$ cat src/rtl/pe_traffic_gen.sv
// rtl/pe_traffic_gen.sv - PE stub that injects NUM_PKTS packets into its NIC and drains received packets
module pe_traffic_gen #(
  parameter int SRC_X        = 0,
  parameter int SRC_Y        = 0,
  parameter int NUM_PKTS     = 8,
  parameter int PACKET_WIDTH = 64
) (
  input  logic                    clk,
  input  logic                    reset,
  input  logic                    start,
  input  logic [1:0]              dest_x,
  input  logic [1:0]              dest_y,
  output logic [1:0]              addr,
  output logic [PACKET_WIDTH-1:0] d_in,
  input  logic [PACKET_WIDTH-1:0] d_out,
  output logic                    nicEn,
  output logic                    nicEnWR,
  output logic [7:0]              tx_count,
  output logic [7:0]              rx_count,
  output logic [PACKET_WIDTH-1:0] rx_last,
  output logic                    done
);

  localparam logic [1:0] SX = SRC_X[1:0];
  localparam logic [1:0] SY = SRC_Y[1:0];
  localparam logic [7:0] NP = NUM_PKTS[7:0];

  localparam logic [1:0] A_IBUF = 2'b00;
  localparam logic [1:0] A_ISTS = 2'b01;
  localparam logic [1:0] A_OBUF = 2'b10;
  localparam logic [1:0] A_OSTS = 2'b11;

  typedef enum logic [3:0] {
    IDLE, TX_POLL, TX_CHK, TX_WR, RX_POLL, RX_CHK, RX_RD, RX_CAP, HOLD
  } state_t;

  state_t state, next_state;

  logic [1:0]              dest_x_q, dest_y_q;
  logic                    start_q;
  logic                    start_rise;
  logic [1:0]              hold_cnt;
  logic                    more_tx;
  logic                    x_west, y_south;
  logic [3:0]              x_hops, y_hops;
  logic [PACKET_WIDTH-1:0] packet;

  logic [1:0]              addr_nx;
  logic [PACKET_WIDTH-1:0] d_in_nx;
  logic                    nic_en_nx, nic_wr_nx;

  assign start_rise = start & ~start_q;
  assign more_tx    = tx_count < NP;

  // Coordinates never wrap, so the 2-bit absolute difference is exact.
  assign x_west  = dest_x_q < SX;
  assign y_south = dest_y_q < SY;
  assign x_hops  = x_west  ? {2'b00, SX - dest_x_q} : {2'b00, dest_x_q - SX};
  assign y_hops  = y_south ? {2'b00, SY - dest_y_q} : {2'b00, dest_y_q - SY};

  assign packet = {1'b0, x_west, y_south, 5'b00000, x_hops, y_hops,
                   SX, SY, dest_x_q, dest_y_q, tx_count,
                   32'hA5A5_0000 | {24'h000000, tx_count}};

  always_comb begin
    next_state = state;
    case (state)
      IDLE:    if (start_rise) next_state = TX_POLL;
      TX_POLL: next_state = TX_CHK;
      TX_CHK:  next_state = d_out[0] ? RX_POLL : TX_WR;
      TX_WR:   next_state = RX_POLL;
      RX_POLL: next_state = RX_CHK;
      RX_CHK:  next_state = d_out[0] ? RX_RD : (more_tx ? TX_POLL : HOLD);
      RX_RD:   next_state = RX_CAP;
      RX_CAP:  next_state = more_tx ? TX_POLL : HOLD;
      HOLD: begin
        if (!start)                next_state = IDLE;
        else if (hold_cnt == 2'd3) next_state = RX_POLL;
      end
      default: next_state = IDLE;
    endcase
  end

  // NIC strobes are decoded from the state being entered so they register alongside it.
  always_comb begin
    addr_nx   = 2'b00;
    d_in_nx   = '0;
    nic_en_nx = 1'b0;
    nic_wr_nx = 1'b0;
    case (next_state)
      TX_POLL: begin nic_en_nx = 1'b1; addr_nx = A_OSTS; end
      TX_WR: begin
        nic_en_nx = 1'b1;
        nic_wr_nx = 1'b1;
        addr_nx   = A_OBUF;
        d_in_nx   = packet;
      end
      RX_POLL: begin nic_en_nx = 1'b1; addr_nx = A_ISTS; end
      RX_RD:   begin nic_en_nx = 1'b1; addr_nx = A_IBUF; end
      default: ;
    endcase
  end

  always_ff @(posedge clk or negedge reset) begin
    if (!reset) begin
      state    <= IDLE;
      addr     <= 2'b00;
      d_in     <= '0;
      nicEn    <= 1'b0;
      nicEnWR  <= 1'b0;
      tx_count <= 8'd0;
      rx_count <= 8'd0;
      rx_last  <= '0;
      done     <= 1'b0;
      dest_x_q <= 2'b00;
      dest_y_q <= 2'b00;
      start_q  <= 1'b0;
      hold_cnt <= 2'd0;
    end else begin
      state    <= next_state;
      addr     <= addr_nx;
      d_in     <= d_in_nx;
      nicEn    <= nic_en_nx;
      nicEnWR  <= nic_wr_nx;
      start_q  <= start;
      hold_cnt <= (state == HOLD) ? hold_cnt + 2'd1 : 2'd0;

      if (state == IDLE && start_rise) begin
        dest_x_q <= dest_x;
        dest_y_q <= dest_y;
        tx_count <= 8'd0;
        rx_count <= 8'd0;
      end
      if (state == TX_WR) tx_count <= tx_count + 8'd1;
      if (state == RX_CAP) begin
        rx_last  <= d_out;
        rx_count <= rx_count + 8'd1;
      end

      // done is sticky through IDLE until the next run begins.
      if (state == IDLE && start_rise) done <= 1'b0;
      else if (next_state == HOLD)     done <= 1'b1;
    end
  end

endmodule

$ cat config.mk
export PLATFORM = sky130hd
export DESIGN_NAME = pe_traffic_gen
export DESIGN_NICKNAME = d
export VERILOG_FILES = /design/src/rtl/pe_traffic_gen.sv
export SDC_FILE = /design/constraint.sdc
export NUM_CORES = 1
export LEC_CHECK = 0
export CORE_MARGIN = 4
export CORE_UTILIZATION = 45
export CTS_CLUSTER_DIAMETER = 150
export CTS_CLUSTER_SIZE = 28
export DETAILED_ROUTE_END_ITERATION = 10
export GPL_TIMING_DRIVEN = 1
export MAX_ROUTING_LAYER = met4
export PLACE_DENSITY_LB_ADDON = 0.3
export SKIP_LAST_GASP = 1
export SYNTH_ARGS = -nofsm -noshare
export SYNTH_HDL_FRONTEND = slang
export SYNTH_SLANG_ARGS = --single-unit
$ cat constraint.sdc
create_clock -name clk -period 3.1 [get_ports clk]
set_input_delay 0.31 -clock clk [delete_from_list [all_inputs] [get_ports clk]]
set_output_delay 0.31 -clock clk [all_outputs]
set_load 0.01 [all_outputs]
# Word level (Yosys, flattened, before mapping)
# Cells that the tools add are included.
[totals]
ff_bits = 160
input_bits = 71
output_inout_bits = 149
elab_cells = 62
[classes]
add_sub_neg = 5
order_cmp = 3
eq_ne = 14
n_mux = 19
bitwise_logic = 2
n_reduce_logical = 6
[op_table]
columns = ["cell", "count"]
rows = [
  ["63-bit two-way mux", 1],
  ["4-bit one-hot mux with 9 select lines", 1],
  ["4-bit by 3-bit == test with 1-bit output, second input constant", 6],
  ["8-bit two-way mux", 3],
  ["4-bit two-way mux", 5],
  ["8-bit by 1-bit adder with 8-bit output, second input constant", 2],
  ["4-bit by 2-bit == test with 1-bit output, second input constant", 3],
  ["4-bit by 1-bit == test with 1-bit output, second input constant", 2],
  ["4-bit == test, second input constant", 2],
  ["8-bit by 4-bit < comparator with 1-bit output, second input constant", 1],
  ["2-bit two-way mux", 3],
  ["2-bit one-hot mux with 3 select lines", 1],
  ["2-bit nonzero test", 3],
  ["4-bit zero test", 1],
  ["2-bit by 1-bit < comparator with 1-bit output, second input constant", 2],
  ["1-bit two-way mux", 4],
  ["4-bit OR reduction", 1],
  ["1-bit by 2-bit subtractor with 2-bit output, first input constant", 2],
  ["3-bit two-way mux", 1],
  ["2-bit by 1-bit adder with 2-bit output, second input constant", 1],
  ["2-bit == test, second input constant", 1],
  ["1-bit bitwise AND", 1],
  ["1-bit logical AND", 1],
  ["1-bit NOT", 1],
]

# Logic depth before layout (Yosys ltp)
# Gate-level depths: netlist of run 1.
[logic_depth]
depth_word = 7
mapped_depth = 6
mapped_depth_nobuf = 5

# Worst setup path after synthesis of run 1
# OpenSTA, ideal clock, no wires.
[synth_timing]
kind = "reg-to-reg"
from = "reg state[0]"
to = "reg dest_x_q[1]"
setup_time_ns = 0.125
arrival_ns = 1.399
required_time_ns = 2.975
path_slack_ns = 1.576
stages_incl_launch_ff = 6
n_path_buf = 2
synth_period_minus_slack_ns = 1.524
cell_sequence = "dfrtp_1 buf_4 nor4b_4 nand2_2 buf_6 mux2_4"
[synth_via]
elab_chain_cells = 2
[synth_lines]
columns = ["element", "line", "text"]
rows = [
  ["start, declared", "37", "state_t state, next_state;"],
  ["start signal, assigned", "120", "state <= next_state;"],
  ["4-bit zero test", "128", "if (state == IDLE && start_rise) begin"],
  ["1-bit logical AND", "128", ""],
  ["end signal, assigned", "129", "dest_x_q <= dest_x;"],
  ["end, declared", "39", "logic [1:0] dest_x_q, dest_y_q;"],
]
# Every way passes these cells.
# A chain may end at the register's enable or synchronous reset.

# Worst setup path in the final report of run 1
[layout_timing]
from = "reg state[0]"
to = "reg rx_count[2]"
[layout_via]
elab_chain_cells = 3
elab_cells_between_ends = 5
classes_between = "eq/ne: 1; mux: 1; reduce/logical: 3"
[layout_lines]
columns = ["element", "line", "text"]
rows = [
  ["4-bit zero test", "128", ""],
  ["1-bit logical AND", "128", ""],
  ["2-bit nonzero test (no source line)", "n/a", ""],
  ["end signal, assigned", "137", "rx_count <= rx_count + 8'd1;"],
  ["end, declared", "19", "output logic [7:0] rx_count,"],
]
# Parallel ways exist; a longest one is shown, timed or not.

==> results of run 1 <==
-- worst min path at each step --
stage	start	slack [ps]	cells after the start	endpoint
CTS	d_out[31]	440	3	rx_last[31]$_DFFE_PN0P_
floorplan	reset	10	0	addr[0]$_DFF_PN0_
finish	hold_cnt[0]$_DFF_PN0_	440	1	hold_cnt[0]$_DFF_PN0_
global route	d_out[52]	450	3	rx_last[52]$_DFFE_PN0P_
detailed placement	reset	380	1	rx_last[41]$_DFFE_PN0P_
global placement	reset	370	1	rx_last[41]$_DFFE_PN0P_
-- layer usage --
layer	wire [um]	track usage [%]
met3	899	4.718
met4	340	7.564
met5	0	-
met2	5419	29.64
met1	4760	24.34
-- per-stage QoR --
stage	cells	worst slack [ps]
2_1_floorplan	522	1576
3_3_place_gp	777	1176
3_5_place_dp	777	1094
4_1_cts	794	1146
5_1_grt	794	928.9
6_report	794	1138
-- flip-flops by register name, summed over array words and instances, names as in the netlist --
name	flops
d_in	13
rx_last	64
hold_cnt	2
state	4
dest_x_q	2
nicEn	1
done	1
start_q	1
addr	2
rx_count	8
dest_y_q	2
tx_count	8
-- worst max-delay path: stages (launching register included) --
cell and delay (ps):
dfrtp_1 580, and4b_2 450, buf_4 540, nand2_1 120
o21ai_0 170
-- final cells by class --
type | instances | area (um^2)
flip-flops and latches | 108 | 2703
clock buffers | 10 | 137.6
inverters | 5 | 18.77
multi-input cells | 337 | 1597
well taps | 136 | 170.2
fillers | 820 | 3640
clock inverters | 6 | 43.79
repair buffers | 192 | 1922
-- where the power goes --
group	switching, uW	total [uW]	internal [uW]
registers	408	2390	1980
clock network	490	811	321
logic	1160	2550	1390
total	2060	5750	3690
-- cells in the final DEF (no fill, tap or decap), types with 2 or more instances in the layout --
master           count
clkdlybuf4s50_1    186
o211ai_1             4
nand3_1             10
nand2_1            203
o31ai_1              3
o21ai_0             11
buf_4                4
a21oi_1              9
inv_1                5
nor2b_1              5
mux2i_1              2
and2_1              16
ha_1                 3
nor2_1               8
mux2_4               2
mux2_2               2
nand4_1              3
clkbuf_8            10
and3_1               6
dfrtp_1            108
conb_1              32
clkinv_2             2
inv_6                3
-- kinds of logic (layout without fill, tap and decap cells) --
logic type | count (synthesis) | count (layout) | synth area share, %
simple gates | 262 | 262 | 24.49
flops | 108 | 108 | 57.57
buf+inv | 77 | 213 | 10.93
compound gates | 33 | 33 | 4.398
mux | 6 | 6 | 1.546
fa+ha+maj | 3 | 3 | 0.7997
other cells | 1 | 32 | 0.07988
xor+xnor | 1 | 1 | 0.1866
==> reports/qor_table.md, run 1 <==
| Quantity | Reported |
| --- | --- |
| Number of failing hold endpoints at the final stage | 0 |
| End point of the critical path | rx_count[2]$_DFFE_PN0P_ |
| Count of input and output buffers | 187 |
| Largest area contributor in the netlist | dfrtp_1 |
| Synth warnings | 0 |
| Count of vias placed by the detailed router | 3706 |
| Outcome | complete, no violations |
| Leakage power of the design | 0.003118 uW |
| Worst R2R Setup Slack | 1140 ps |
| Data arrival time at the worst-slack endpoint | 2240 ps |
| Pwr Density | 872.6 nW/um^2 |
| X dimension of the die | 110.1 um |
| Post-cts repair resize count | 0 |
| Hold Crit Class | register to register |
| Post-Syn Area | 4695 um^2 |
| Average detailed-routed wire length per instance | 14.38 um |
| Number of sinks on the clock net | 108 |
| Type of destination of the critical path | register |
| Skew final | 17.35 ps |
| Worst reg2reg path startpoint | state[0]$_DFF_PN0_ |
| Setup total negative slack | 0 ps |
| Global-route usage over all layers | 19.13% |
| Post-layout instance area | 6591 um^2 |
| Total power after layout | 5751 uW |
| Synth top area share | 57.57% |
| Number of cells produced by synthesis | 491 |
| Proportion of layout cells with a drive suffix above 1 | 5.167% |
| Syn-to-layout area delta | 40.41% |
| Reg2reg path depth | 4 |
| Flops & latches, synth | 108 |
| Hold-fix buffer count after cts | 1 |
| Number of antenna violations at the first check in global routing | 0 |
| CTS tree | done |
| Hold Worst Slack | 442.2 ps |
| Number of buffers created by CTS | 9 |
| Post-route ant nets | 0 |
| Initial standard-cell utilization of the core | 45.88% |
| FFs w/ async S/R, synth | 100.0% |
| Largest net degree at the start of global routing | 61 |
| Floorplan die area | 12130 um^2 |
| H-tree Lvls | 3 |
| Core ar. | 10230 um^2 |
| Via count of the first global-routing pass | 3664 |
| Standard cell area after detailed placement | 6400 um^2 |
| Least-Margin Pin Slew | 654.4 ps |
| Wire length of the first global-routing pass | 17.66 mm |
| Top cells by count, synth | 203 x nand2_1, 108 x dfrtp_1, 53 x buf_4, 16 x and2_1, 11 x o21ai_0 |
| Overflow left after global routing | 0 |
| Buffers inserted by post-CTS timing repair | 0 |
| Half-perimeter wire length after detailed placement | 8.415 mm |
| Critical path class | register to register |
| Maximum number of buffers from clock root to sink | 2 |
| Worst flop-to-flop path endpoint | rx_count[2]$_DFFE_PN0P_ |
| Maximum clock frequency | 0.5097 GHz |
| Worst-case vdd ir drop | 0.0004749 V |
| Post-synth EDFFs | 0 |
| Detailed-route vias per instance | 4.668 |
| Number of maximum-capacitance constraint violations | 0 |
| Per-instance average area after synthesis | 9.561 um^2 |
| Final slew viol count | 0 |
| Placement Rows | 37 |
| Post-route DRC violation count | 0 |
| Gpl congestion | 0.8590 |
| Clock latency of the later-clocked register in the worst-skew pair | 370 ps |
| Type of element launching the critical path | register |
| Max FO, Critical Path | 60 |
| Number of top-level pins | 220 |
| Diode insertion count for antenna repair | 0 |
| Count of different cell masters after synthesis | 40 |
| Most frequent cell after synthesis | nand2_1 |
| Final setup viols | 0 |
| Relative slew margins | 56.37% |
| Critical Path RT | 3370 ps |
| DRC violation total after the first TritonRoute iteration | 180 |
| Clock transition at path regs | 100 ps |
| # nets final | 727 |
| RSZ-0062 raised after global routing | no |
| Cell types occupying the most area after synthesis | dfrtp_1 58%, nand2_1 16%, buf_4 8.5% |
| Total length of routed wires | 11.42 mm |
| Final Core Density | 64.42% |
| Part of the Yosys area used for sequential elements | 57.57% |
| Worst setup path start | state[0]$_DFF_PN0_ |
| Most used flip-flop cell after synthesis | dfrtp_1 |
| Final cycle utilization of the critical path | 63.28% |
| Number of detailed-route iterations in the first pass | 5 |
| DIE HEIGHT | 110.1 um |
| Clock Root Buffer | clkbuf_8 |
| Final critical delay including setup and external delays | 1962 ps |
Power figures use the tool's default switching activity.
==> run 2: changes to the inputs <==
Settings changed: CORE_UTILIZATION 45 to 37.
Clock period 3.1 ns to 1.6 ns, I/O delays scaled along.
==> run 2 against run 1 <==
Flip-flop and latch count unchanged. Critical path depth is 2 higher. Non-clock buffer count increased by 16. Combinational power grew 100%. Clock power grew to 2.7 times the previous value. Sequential share of layout area shrank 1.8 points. Utilization is 7.9 points lower. Sequential power grew 93%. Critical path type unchanged.
==> reports/qor_table.md, run 2 (same netlist as run 1, synthesis figures left out) <==
| Quantity | Reported | vs previous |
| --- | --- | --- |
| Outcome | complete, no violations |  |
| Leakage power of the design | 0.003263 uW | +4.6% |
| CTS tree | done |  |
| Worst reg2reg path startpoint | state[1]$_DFF_PN0_ |  |
| Fillers | 1100 | +34% |
| Worst R2R Setup Slack | 4 ps | -1130 ps |
| Diode insertion count for antenna repair | 0 | unchanged |
| Least-Margin Pin Slew | 604.6 ps | -49.76 ps |
| Post-route DRC violation count | 0 | unchanged |
| H-tree Lvls | 3 | unchanged |
| Via count of the first global-routing pass | 3756 | +2.5% |
| Global-route usage over all layers | 16.28% | -2.8 points |
| Floorplan die area | 14550 um^2 | +20% |
| Detailed-route vias per instance | 4.489 | -3.8% |
| Count of input and output buffers | 187 | unchanged |
| Reg2reg path depth | 6 | +2 |
| Overflow left after global routing | 0 | unchanged |
| Hold Crit Class | input port to register |  |
| Max FO, Critical Path | 5 | -92% |
| Final cycle utilization of the critical path | 99.73% | +36 points |
| Worst-case vdd ir drop | 0.0008651 V | +82% |
| Most frequent cells in the layout | 203 x nand2_1, 186 x clkdlybuf4s50_1, 102 x dfrtp_1, 32 x conb_1, 19 x buf_4 |  |
| Final setup viols | 0 | unchanged |
| Total power after layout | 12010 uW | +110% |
| Clock latency of the later-clocked register in the worst-skew pair | 340 ps | -30 ps |
| Hold-critical path depth | 3 | +2 |
| Type of element launching the critical path | register |  |
| # nets final | 743 | +2.2% |
| Average detailed-routed wire length per instance | 13.69 um | -4.8% |
| Syn-to-layout area delta | 47.12% |  |
| Critical Path RT | 1830 ps | -1540 ps |
| Data arrival time at the worst-slack endpoint | 1820 ps | -420 ps |
| End point of the most critical hold path | rx_last[50]$_DFFE_PN0P_ |  |
| X dimension of the die | 120.6 um | +9.5% |
| Largest net degree at the start of global routing | 109 | +79% |
| Hold Worst Slack | 338.2 ps | -104.0 ps |
| Placement Rows | 40 | +8.1% |
| Final critical delay including setup and external delays | 1596 ps | -366.1 ps |
| Relative slew margins | 59.69% | +3.3 points |
| Proportion of layout cells with a drive suffix above 1 | 8.457% | +3.3 points |
| Half-perimeter wire length after detailed placement | 8.295 mm | -1.4% |
| Number of buffers created by CTS | 9 | unchanged |
| Maximum clock frequency | 0.6267 GHz | +23% |
| Number of maximum-capacitance constraint violations | 0 | unchanged |
| Commonest non-fill, non-tap cell in the layout | nand2_1 |  |
| Total placed cells including tap cells | 822 | +5.8% |
| Total length of routed wires | 11.53 mm | +0.93% |
| Number of top-level pins | 220 | unchanged |
| Maximum number of buffers from clock root to sink | 2 | unchanged |
| Worst flop-to-flop path endpoint | addr[1]$_DFF_PN0_ |  |
| Start point of the worst hold path | d_out[50] |  |
| Top reg by flops | rx_last |  |
| Skew final | 5.593 ps | -11.75 ps |
| DRC violation total after the first TritonRoute iteration | 141 | -22% |
| DIE HEIGHT | 120.6 um | +9.5% |
| RSZ-0062 raised after global routing | yes |  |
| Initial standard-cell utilization of the core | 38.44% | -7.4 points |
| Cell Count, Final, Fillers Out | 842 | +6.0% |
| Clock transition at path regs | 70 ps | -30 ps |
| Critical path class | register to register |  |
| Type of destination of the critical path | register |  |
| Number of flip-flops in the largest register | 64 | unchanged |
| Number of detailed-route iterations in the first pass | 4 | -1 |
| Wire length of the first global-routing pass | 18.73 mm | +6.1% |
| Number of failing hold endpoints at the final stage | 0 | unchanged |
| Number of sinks on the clock net | 108 | unchanged |
| Pwr Density | 1739 nW/um^2 | +99% |
| Clock Root Buffer | clkbuf_16 |  |
| Final slew viol count | 0 | unchanged |
| Post-route ant nets | 0 | unchanged |
| Core ar. | 12210 um^2 | +19% |
| Area of all sequential standard cells | 2710 um^2 | +0.28% |
| Count of vias placed by the detailed router | 3780 | +2.0% |
| Gpl congestion | 0.8313 | -3.2% |
| Multi-input gate area | 1620 um^2 | +1.5% |
| Number of antenna violations at the first check in global routing | 0 | unchanged |
| Biggest regs | rx_last (64), d_in (13) |  |
## run 2: critical path, cell delays in order, from the launching register on
cell      delay [ps]
dfrtp_2          460
buf_4            160
nor2b_1          130
o211ai_1         250
and3_4           240
inv_1             50
and3_1           190
## run 2: worst max-delay path by stage
stage / start / end / cells past startpoint
finish: state[1]$_DFF_PN0_ / addr[1]$_DFF_PN0_ / 6
global route: state[1]$_DFF_PN0_ / addr[0]$_DFF_PN0_ / 6
CTS: tx_count[5]$_DFFE_PN0P_ / tx_count[5] / 1
detailed placement: start / addr[0]$_DFF_PN0_ / 5
global placement: start / nicEn$_DFF_PN0_ / 5
floorplan: state[0]$_DFF_PN0_ / dest_x_q[1]$_DFFE_PN0P_ / 5
## run 2: what timing repair did
item / 4_1_cts / 5_1_grt
hold endpoints to repair: 108 / 0
hold buffers: 1 / 0
pin swaps: 0 / 3
resized for setup: 3 / 8
cloned: 0 / 0
setup endpoints to repair: 3 / 10
setup buffers: 0 / 3
## run 2: stage by stage
stage          utilization [%]  instance area [um^2]  setup TNS, ps  setup slack, ps
2_1_floorplan                -                  4811              0            75.98
3_3_place_gp             53.64                  6550         -62.42           -27.91
3_5_place_dp             53.64                  6550         -141.3           -49.64
4_1_cts                  56.15                  6857              0            28.36
5_1_grt                  56.56                  6907         -559.3           -76.77
6_report                 56.56                  6907              0            4.320
## run 2: layer usage
metal / share of wire, % / vias to the layer above / global-route usage, %
li1: - / 1829 / -
met1: 41 / 1775 / 20.04
met2: 49 / 162 / 25.74
met3: 8.2 / 14 / 4.303
met4: 1.8 / 0 / 6.445
met5: 0 / - / -
## run 2: final cells by class
| type | count | area share, % |
|---|---|---|
| Sequential cell | 108 | 39.24 |
| Timing Repair Buffer | 208 | 29.75 |
| Multi-Input combinational cell | 337 | 23.46 |
| Clock buffer | 10 | 3.315 |
| Tap cell | 168 | 3.043 |
| Clock inverter | 6 | 0.9239 |
| Inverter | 5 | 0.2717 |
## run 2: where the power goes
part | switching (uW) | total [uW] | internal (uW)
Clock | 982 | 2200 | 1210
Sequential | 756 | 4620 | 3860
Combinational | 2330 | 5200 | 2870
Total | 4070 | 12000 | 7940
==> run 3: changes to the inputs <==
Settings changed: CORE_UTILIZATION 37 to 45, SLEW_MARGIN set to 10.
Clock period 1.6 ns to 1.9 ns, I/O delays scaled along.
==> run 3 against run 2 <==
Routed wire length fell by 0.23%. Flip-flop and latch count unchanged. Combinational power decreased by 19%. Die area decreased by 17%. Clock power is 34% lower. Sequential power shrank 16%. Power decreased by 20%. Worst setup slack better by 180 ps.
==> reports/qor_table.md, run 3 (same netlist as run 1, synthesis figures left out) <==
| Quantity | Reported | vs previous |
| --- | --- | --- |
| Least-Margin Pin Slew | 540.8 ps | -63.81 ps |
| Post-route ant nets | 0 | unchanged |
| Commonest non-fill, non-tap cell in the layout | nand2_1 |  |
| Switching power as a share of total power | 35.24% | +1.4 points |
| NetSw | 3369 uW | -17% |
| Delay contributed by the slowest stage of the critical path | 580 ps | +120 ps |
| Critical Path RT | 2190 ps | +360 ps |
| Outcome | complete, no violations |  |
| Clock transition at path regs | 100 ps | +30 ps |
| Number of detailed-route iterations in the first pass | 4 | unchanged |
| Number of antenna violations at the first check in global routing | 0 | unchanged |
| Initial standard-cell utilization of the core | 45.88% | +7.4 points |
| Part of the total power dissipated in the clock network | 15.2% | -3.1 points |
| Cell family with most CP delay | simple AND/OR/NAND/NOR gates |  |
| Setup total negative slack | 0 ps | unchanged |
| Floorplan die area | 12130 um^2 | -17% |
| Total power after layout | 9560 uW | -20% |
| Final slew viol count | 0 | unchanged |
| Number of maximum-capacitance constraint violations | 0 | unchanged |
| Final Core Density | 65.04% | +8.5 points |
| Worst reg2reg path startpoint | state[0]$_DFF_PN0_ |  |
| H-tree Lvls | 3 | unchanged |
| Number of buffers created by CTS | 9 | unchanged |
| Proportion of layout cells with a drive suffix above 1 | 5.598% | -2.9 points |
| Final cycle utilization of the critical path | 90.07% | -9.7 points |
| Worst setup path start | state[0]$_DFF_PN0_ |  |
| Largest net degree at the start of global routing | 101 | -7.3% |
| Buffers inserted by post-CTS timing repair | 0 | unchanged |
| Count of input and output buffers | 187 | unchanged |
| Combinational fraction of design power | 44.1% | +0.8 points |
| Hold Crit Class | input port to async pin |  |
| CTS tree | done |  |
| Clock Root Buffer | clkbuf_8 |  |
| Pwr Density | 1437 nW/um^2 | -17% |
| Number of failing hold endpoints at the final stage | 0 | unchanged |
| Number of flip-flops in the largest register | 64 | unchanged |
| Max FO, Critical Path | 11 | +6 |
| Worst-case vdd ir drop | 0.0008104 V | -6.3% |
| RSZ-0062 raised after global routing | no |  |
| Critical path class | register to register |  |
| Reg2reg path depth | 4 | -2 |
| Syn-to-layout area delta | 41.74% |  |
| DIE HEIGHT | 110.1 um | -8.7% |
| Number of sinks on the clock net | 108 | unchanged |
| Gpl congestion | 0.8245 | -0.82% |
| Placement Rows | 37 | -7.5% |
| Type of destination of the critical path | register |  |
| Worst flop-to-flop path endpoint | tx_count[7]$_DFFE_PN0P_ |  |
| Post-placement setup slack | 113.7 ps | +163.3 ps |
| Via count of the first global-routing pass | 3660 | -2.6% |
| Biggest regs | rx_last (64), d_in (13) |  |
| Top reg by flops | rx_last |  |
| Worst setup slack after layout | 188.7 ps | +184.4 ps |
| Buffers plus inverters on the worst setup path | 0 | -2 |
| Detailed-route vias per instance | 4.678 | +4.2% |
| Data arrival time at the worst-slack endpoint | 2000 ps | +180 ps |
| # nets final | 730 | -1.7% |
| Post-route DRC violation count | 0 | unchanged |
| DRC violation total after the first TritonRoute iteration | 214 | +52% |
| Maximum clock frequency | 0.5843 GHz | -6.8% |
| Clock latency of the later-clocked register in the worst-skew pair | 370 ps | +30 ps |
| Average detailed-routed wire length per instance | 14.43 um | +5.4% |
| Count of vias placed by the detailed router | 3728 | -1.4% |
| Global-route usage over all layers | 19.13% | +2.8 points |
| Final critical delay including setup and external delays | 1711 ps | +115.6 ps |
| Half-perimeter wire length after detailed placement | 8.425 mm | +1.6% |
| Relative contribution of sequential cells to total power | 40.8% | +2.4 points |
| Leakage power of the design | 0.003150 uW | -3.4% |
| Slowest cell on the critical path | dfrtp_1 |  |
| Core ar. | 10230 um^2 | -16% |
| Relative slew margins | 63.94% | +4.3 points |
| Maximum number of buffers from clock root to sink | 2 | unchanged |
| Type of element launching the critical path | register |  |
| Cell-internal power | 6191 uW | -22% |
| X dimension of the die | 110.1 um | -8.7% |
| Worst R2R Setup Slack | 190 ps | +180 ps |
| Diode insertion count for antenna repair | 0 | unchanged |
| Final setup viols | 0 | unchanged |
| Wire length of the first global-routing pass | 17.53 mm | -6.4% |
| Most frequent cells in the layout | 203 x nand2_1, 186 x clkdlybuf4s50_1, 108 x dfrtp_1, 32 x conb_1, 16 x and2_1 |  |
| Post-cts repair resize count | 0 | -3 |
| Total length of routed wires | 11.50 mm | -0.23% |
| Number of top-level pins | 220 | unchanged |
| Skew final | 10.92 ps | +5.331 ps |
| Crit-path cells | nand4bb_1 > nor3_2 > and3_1 > mux2i_1 |  |
| Overflow left after global routing | 0 | unchanged |
run 3: what timing repair did:
action	in CTS	in global routing
hold buffers	1	0
setup endpoints to repair	0	0
hold endpoints to repair	49	0
run 3: power groups by stage:
| stage | clock network [uW] | registers [uW] | logic, uW |
|---|---|---|---|
| final | 1450 | 3900 | 4210 |
| after global routing | 1620 | 4040 | 4600 |
| after CTS | 1510 | 3900 | 4260 |
| after detailed placement | 0 | 3940 | 4230 |
| after global placement | 0 | 3890 | 4150 |
| after floorplan | 0 | 4200 | 1620 |
run 3: per-layer routing:
metal  up-vias  wire [um]  track usage (%)
met1      1769       4578            23.10
met4         0        188            7.124
met3        12        910            4.135
met2       146       5821            31.67
li1       1801          -                -
met5         -          0                -
run 3: worst max path at each step:
| stage | depth (start not counted) | endpoint | slack (ps) |
|---|---|---|---|
| floorplan | 5 | dest_x_q[1]$_DFFE_PN0P_ | 380 |
| global placement | 5 | nicEn$_DFF_PN0_ | 190 |
| detailed placement | 5 | nicEn$_DFF_PN0_ | 110 |
| CTS | 1 | d_in[24] | 210 |
| global route | 4 | rx_count[7]$_DFFE_PN0P_ | 90 |
| finish | 4 | tx_count[7]$_DFFE_PN0P_ | 190 |
run 3: per-stage QoR:
step,std cells,cell area [um^2],hold slack (ps)
floorplan,522,4811,-105.6
global placement,780,6435,23.68
detailed placement,780,6435,25.75
CTS,797,6654,157.5
global route,797,6654,180.1
finish,797,6654,204.2
run 3: area by class of cell:
type                    instances  area (um^2)
repair buffers                195         1957
flip-flops and latches        108         2703
fillers                       825         3577
well taps                     136        170.2
clock buffers                  10        137.6
inverters                       5        18.77
multi-input cells             337         1597
clock inverters                 6        71.32
run 3: worst reg2reg max path, stage by stage, from the launching register on:
cell and delay, ps:
dfrtp_1 580, nand4bb_1 340, nor3_2 320, and3_1 200
mux2i_1 190
